**src/rtl/simple_mem_pkg.sv**
```systemverilog
// Shared types and defaults for the simple memory request target.
// The state encoding is used by the top-level FSM and its output decode.
package simple_mem_pkg;

    localparam int MEM_ADDR_W  = 4;
    localparam int MEM_DATA_W  = 32;
    localparam int MEM_DEF_LAT = 2;

    typedef enum logic [1:0] {
        IDLE = 2'd0,
        BUSY = 2'd1,
        RESP = 2'd2,
        HOLD = 2'd3
    } mem_state_t;

    // busy_o covers the wait-state countdown and the completion cycle
    function automatic logic mem_busy_state(input mem_state_t st);
        return (st == BUSY) || (st == RESP);
    endfunction

endpackage

```
**src/rtl/simple_mem_store_regfile.sv**
```systemverilog
// DEPTH x DATA_W register-file store: one synchronous write port,
// one combinational read port, whole array cleared by asynchronous reset.
module mem_regfile #(
    parameter int ADDR_W = 4,
    parameter int DATA_W = 32
) (
    input  logic              clk,
    input  logic              reset,
    input  logic              we,
    input  logic [ADDR_W-1:0] waddr,
    input  logic [DATA_W-1:0] wdata,
    input  logic [ADDR_W-1:0] raddr,
    output logic [DATA_W-1:0] rdata
);

    localparam int DEPTH = 2 ** ADDR_W;

    logic [DATA_W-1:0] mem_q [DEPTH];

    // Storage array: cleared on reset, written when the write port is enabled
    always_ff @(posedge clk or posedge reset) begin
        if (reset) begin
            for (int i = 0; i < DEPTH; i++) begin
                mem_q[i] <= '0;
            end
        end else if (we) begin
            mem_q[waddr] <= wdata;
        end
    end

    assign rdata = mem_q[raddr];

endmodule

```
**src/rtl/simple_mem_store.sv**
```systemverilog
// Target of the simple memory request interface: accepts one request at a
// time, waits LAT (plus stalled) cycles, then pulses ready for one cycle.
module simple_mem_store
    import simple_mem_pkg::*;
#(
    parameter int ADDR_W = MEM_ADDR_W,
    parameter int DATA_W = MEM_DATA_W,
    parameter int LAT    = MEM_DEF_LAT
) (
    input  logic              clk,
    input  logic              reset,
    input  logic              mem_req_i,
    input  logic              mem_req_rnw_i,
    input  logic [ADDR_W-1:0] mem_req_addr_i,
    input  logic [DATA_W-1:0] mem_req_wdata_i,
    input  logic              stall_i,
    output logic              mem_req_ready_o,
    output logic [DATA_W-1:0] mem_req_rdata_o,
    output logic              busy_o
);

    localparam logic [3:0] LAT_C = 4'(LAT);

    mem_state_t        state_q, state_d;
    logic [3:0]        cnt_q, cnt_d;
    logic              rnw_q, rnw_d;
    logic [ADDR_W-1:0] addr_q, addr_d;
    logic [DATA_W-1:0] wdata_q, wdata_d;
    logic              ready_q, ready_d;
    logic              busy_q, busy_d;
    logic [DATA_W-1:0] rdata_q, rdata_d;

    logic              eff_rnw_s;
    logic [ADDR_W-1:0] eff_addr_s;
    logic [DATA_W-1:0] eff_wdata_s;
    logic              enter_resp_s;
    logic              rf_we_s;
    logic [DATA_W-1:0] rf_rdata_s;

    // With LAT == 0 the access happens on the accept edge itself, so the
    // live inputs stand in for the capture registers while in IDLE.
    always_comb begin
        if (state_q == IDLE) begin
            eff_rnw_s   = mem_req_rnw_i;
            eff_addr_s  = mem_req_addr_i;
            eff_wdata_s = mem_req_wdata_i;
        end else begin
            eff_rnw_s   = rnw_q;
            eff_addr_s  = addr_q;
            eff_wdata_s = wdata_q;
        end
    end

    // Next-state, counter and capture-register decode
    always_comb begin
        state_d = state_q;
        cnt_d   = cnt_q;
        rnw_d   = rnw_q;
        addr_d  = addr_q;
        wdata_d = wdata_q;
        case (state_q)
            IDLE: begin
                if (mem_req_i) begin
                    rnw_d   = mem_req_rnw_i;
                    addr_d  = mem_req_addr_i;
                    wdata_d = mem_req_wdata_i;
                    cnt_d   = LAT_C;
                    state_d = (LAT_C == 4'd0) ? RESP : BUSY;
                end else begin
                    state_d = IDLE;
                end
            end
            BUSY: begin
                if (!stall_i) begin
                    cnt_d = (cnt_q == 4'd0) ? 4'd0 : (cnt_q - 4'd1);
                    if (cnt_q <= 4'd1) begin
                        state_d = RESP;
                    end else begin
                        state_d = BUSY;
                    end
                end else begin
                    state_d = BUSY;
                end
            end
            RESP: begin
                state_d = mem_req_i ? HOLD : IDLE;
            end
            HOLD: begin
                if (!mem_req_i) begin
                    state_d = IDLE;
                end else begin
                    state_d = HOLD;
                end
            end
            default: begin
                state_d = IDLE;
            end
        endcase
    end

    assign enter_resp_s = (state_d == RESP);
    assign rf_we_s      = enter_resp_s && !eff_rnw_s;

    // Output decode from the next state so the outputs are plain flops
    always_comb begin
        ready_d = enter_resp_s;
        busy_d  = mem_busy_state(state_d);
        if (enter_resp_s && eff_rnw_s) begin
            rdata_d = rf_rdata_s;
        end else begin
            rdata_d = rdata_q;
        end
    end

    // State, counter, capture and output registers
    always_ff @(posedge clk or posedge reset) begin
        if (reset) begin
            state_q <= IDLE;
            cnt_q   <= 4'd0;
            rnw_q   <= 1'b0;
            addr_q  <= '0;
            wdata_q <= '0;
            ready_q <= 1'b0;
            busy_q  <= 1'b0;
            rdata_q <= '0;
        end else begin
            state_q <= state_d;
            cnt_q   <= cnt_d;
            rnw_q   <= rnw_d;
            addr_q  <= addr_d;
            wdata_q <= wdata_d;
            ready_q <= ready_d;
            busy_q  <= busy_d;
            rdata_q <= rdata_d;
        end
    end

    mem_regfile #(
        .ADDR_W(ADDR_W),
        .DATA_W(DATA_W)
    ) u_regfile (
        .clk   (clk),
        .reset (reset),
        .we    (rf_we_s),
        .waddr (eff_addr_s),
        .wdata (eff_wdata_s),
        .raddr (eff_addr_s),
        .rdata (rf_rdata_s)
    );

    assign mem_req_ready_o = ready_q;
    assign busy_o          = busy_q;
    assign mem_req_rdata_o = rdata_q;

endmodule

```
**config.mk**
```make
export PLATFORM = sky130hd
export DESIGN_NAME = simple_mem_store
export DESIGN_NICKNAME = d
export VERILOG_FILES = /design/src/rtl/simple_mem_pkg.sv /design/src/rtl/simple_mem_store_regfile.sv /design/src/rtl/simple_mem_store.sv
export SDC_FILE = /design/constraint.sdc
export NUM_CORES = 1
export LEC_CHECK = 0
export ABC_CLOCK_PERIOD_IN_PS = 28500
export CORE_MARGIN = 10
export CORE_UTILIZATION = 40
export CTS_CLUSTER_SIZE = 25
export DETAILED_ROUTE_END_ITERATION = 10
export GPL_ROUTABILITY_DRIVEN = 0
export HOLD_SLACK_MARGIN = 0.02
export MAX_ROUTING_LAYER = met4
export SLEW_MARGIN = 20
export SYNTH_ARGS = -nofsm -noshare
export SYNTH_HDL_FRONTEND = slang
export SYNTH_SLANG_ARGS = --single-unit
```
**constraint.sdc**
```tcl
create_clock -name clk -period 28.5 [get_ports clk]
set_clock_uncertainty 0.05 [all_clocks]
set_input_delay 7.125 -clock clk [delete_from_list [all_inputs] [get_ports clk]]
set_output_delay 7.125 -clock clk [all_outputs]
set_load 0.01 [all_outputs]
```
==> flow_summary.ini <==
[grt]
grt_pass1_vias = 18600
antenna_found_initial = 0
grt_max_degree = 178
track_usage_pct = 20.1
grt_pass1_wl_mm = 109
grt_overflow_total = 0

[cells_and_area]
fillers = 5645
nets = 2459
drive_gt1_share_pct = 9.17
final_util_pct = 46.1
n_antenna_cell = 0
syn_to_final_growth_pct = 13.7
multiInputGateArea_sq_um = 8910
regArea_sq_um = 14700
finalNonFillerCells = 3247

[die]
initial_utilization_pct = 40.5
die_w_um = 268
dieArea_sq_um = 71700
fp-row-count = 90
boundaryPins = 75
die_y_um = 268
coreArea_sq_um = 60600

[yosys]
synth_ff_type = dfrtp_1
yosys.area_share.simple_pct = 10.4
syn_nets = 2502
synth_area_leaders = dfrtp_1 60%, o21ai_0 10%, nand2_1 8.4%
ys.warnings.count = 0
syn_inst = 2460
synth_xor_area_share_pct = 0
synth-seq-area-share_pct = 60.0
synth_area_leader_cell = dfrtp_1
syn_area_sq_um = 24600
avgSynthCellArea_sq_um = 9.99
synth_adder_area_share_pct = 0.0509
synth_top_family_by_area = compound AO/OA/AOI/OAI gates
async_flop_share_pct = 100
synth_edf_count = 0
synth_top_area_share_pct = 60.0
muxShareOfSynthArea_pct = 3.08
synth-compound-area-share_pct = 22.1
ys_types = 38
ys_ff_latch = 589

[power_and_ir_drop]
ir_drop_mv = 0.0941
clock_power_share_pct = 28.9
p_sw_share_pct = 37.6
p_seq_share_pct = 41.6
power_leakage_nw = 11.7
internal-power_mw = 1.80
p_comb_share_pct = 29.5
power_switching_mw = 1.08
powerDensity_nw_per_um2 = 103

[drt]
wl_met2_mm = 32.9
top_layer = met4
dr.pass1.iters = 5
wire_per_inst_um = 21.4
drt_iter0_drc = 1610
wl_mm = 69.5
viasPerCell = 5.65
met3_length_mm = 3.86
drc = 0
wl_met1_mm = 30.9
detailroute.via_count = 18400
ant_nets = 0

[place]
port_buffers = 74
place_hpwl_mm = 36.4
place_inst = 3130

[critical_path]
cp-start-kind = input port
required_ns = 28.88
cp-end-kind = register
crit_arrival_ns = 10.95
crit_type = input port to register
worst-path-max-fanout = 73

[timing]
rsz0062_at_grt = false
fin_setup_tns_ns = 0
setup_viol = 0
period_share_pct = 37.1
fmax_mhz = 94.6
finalMaxSlewViolations = 0
hold_viol = 0
worstMarginPinSlew_ns = 1.09
period_needed_ns = 10.57
slew_headroom_pct = 27.6

[clock_network]
htreeDepth = 3
cts_hold_buf = 0
cts_resized = 0
cts_buffers = 66
clkTransAtPathRegs_ns = 0.05
clk_latency_ns = 0.62
clock-sinks = 589
postCtsSetupRepairBufs = 0
cts_root_buf = clkbuf_16
cts_buffer_depth = 3
tritoncts = yes

[min_path]
hold_path_class = register to register

[run_status]
outcome = finished, final reports clean

[job]
drv_cap = 0
==> cells in the mapped netlist, types with 3 or more instances <==
library cell    n
buf_1           4
buf_2         129
dfrtp_1       589
mux2i_1        34
nor3b_1         3
nor4_1         33
inv_1           5
clkbuf_1       87
or3b_1         16
nor3_1          4
nand2_1       551
nand2b_1        3
buf_4           6
a21oi_1       129
mux2_2         37
a22oi_1       256
o21ai_0       511
o21ai_1        36
==> area by class of cell <==
| class | instances | share of cell area [%] |
|---|---|---|
| flip-flops and latches | 589 | 52.8 |
| multi-input cells | 1636 | 31.9 |
| clock buffers | 100 | 6.95 |
| repair buffers | 119 | 4.14 |
| well taps | 782 | 3.50 |
| clock inverters | 16 | 0.609 |
| inverters | 5 | 0.0941 |
==> final timing paths <==
kind	startpoint	to	slack, ns	cells after the start
max	mem_req_addr_i[1]	u_regfile.mem_q[66]	17.93	9
min	u_regfile.mem_q[412]	u_regfile.mem_q[412]	0.43	2
max reg2reg	state_q[1]	u_regfile.mem_q[442]	24.20	8
min reg2reg	u_regfile.mem_q[412]	u_regfile.mem_q[412]	0.43	2
max in group asynchronous	reset	u_regfile.mem_q[177]	19.23	4
min in group asynchronous	reset	u_regfile.mem_q[454]	7.01	2
==> power by group through the flow <==
stage                     registers (mW)  logic [mW]  clock network, mW
after global placement              1.20       0.820                  0
after global routing                1.23       0.938              0.882
after floorplan                     1.18       0.562                  0
after CTS                           1.20       0.842              0.849
final                               1.20       0.851              0.832
after detailed placement            1.21       0.842                  0
==> cells by family (layout without fill, tap and decap cells) <==
kind of cell             count (synthesis)  after routing
buffers and inverters                  235            240
AO/OA/AOI/OAI                          946            946
flip-flops                             589            589
adder cells (fa/ha/maj)                  1              1
AND/OR/NAND/NOR                        618            618
multiplexers                            71             71
==> cell usage in the layout, fill, tap and decap left out, types with 7 or more instances in the layout <==
cell and n:
dfrtp_1 589, nand2_1 551, o21ai_0 511, a22oi_1 256, a21oi_1 129, clkdlybuf4s50_1 74, clkbuf_16 67, buf_4 38
mux2_2 37, o21ai_1 36, nor4_1 33, mux2i_2 19, clkbuf_1 19, or3b_2 16, mux2i_1 14, clkbuf_8 14
clkinv_2 7
==> flip-flops by register name (all words and copies together) (netlist names) <==
register and flops:
mem_req_ready_o 1, busy_o 1, wdata_q 32, addr_q 4, rnw_q 1, state_q 2
cnt_q 4, u_regfile.mem_q 512, mem_req_rdata_o 32
==> per-stage QoR <==
| step | worst slack (ns) | area (sq um) | hold slack [ns] | total power [mW] |
|---|---|---|---|---|
| 5_1_grt | 17.70 | 27900 | 0.448 | 3.05 |
| 6_report | 17.93 | 27900 | 0.429 | 2.88 |
| 2_1_floorplan | 4.84 | 24600 | 0.399 | 1.74 |
| 4_1_cts | 17.93 | 27800 | 0.433 | 2.89 |
| 3_3_place_gp | 17.32 | 25700 | 0.411 | 2.02 |
| 3_5_place_dp | 17.27 | 25700 | 0.420 | 2.05 |
==> critical path, stage by stage <==
cell and delay [ns]:
clkdlybuf4s50_1 0.46, or4b_1 0.59, o21ai_4 0.08, buf_4 0.63, buf_4 0.90, or3b_2 0.50
buf_4 0.38, nand2_1 0.15, o21ai_0 0.09
==> routing by layer <==
layer	track usage [%]	up-vias
li1	-	8550
met1	25.9	9140
met2	32.4	525
met3	2.88	138
met4	6.66	0
met5	-	-
(Power assumes the default switching activity.)
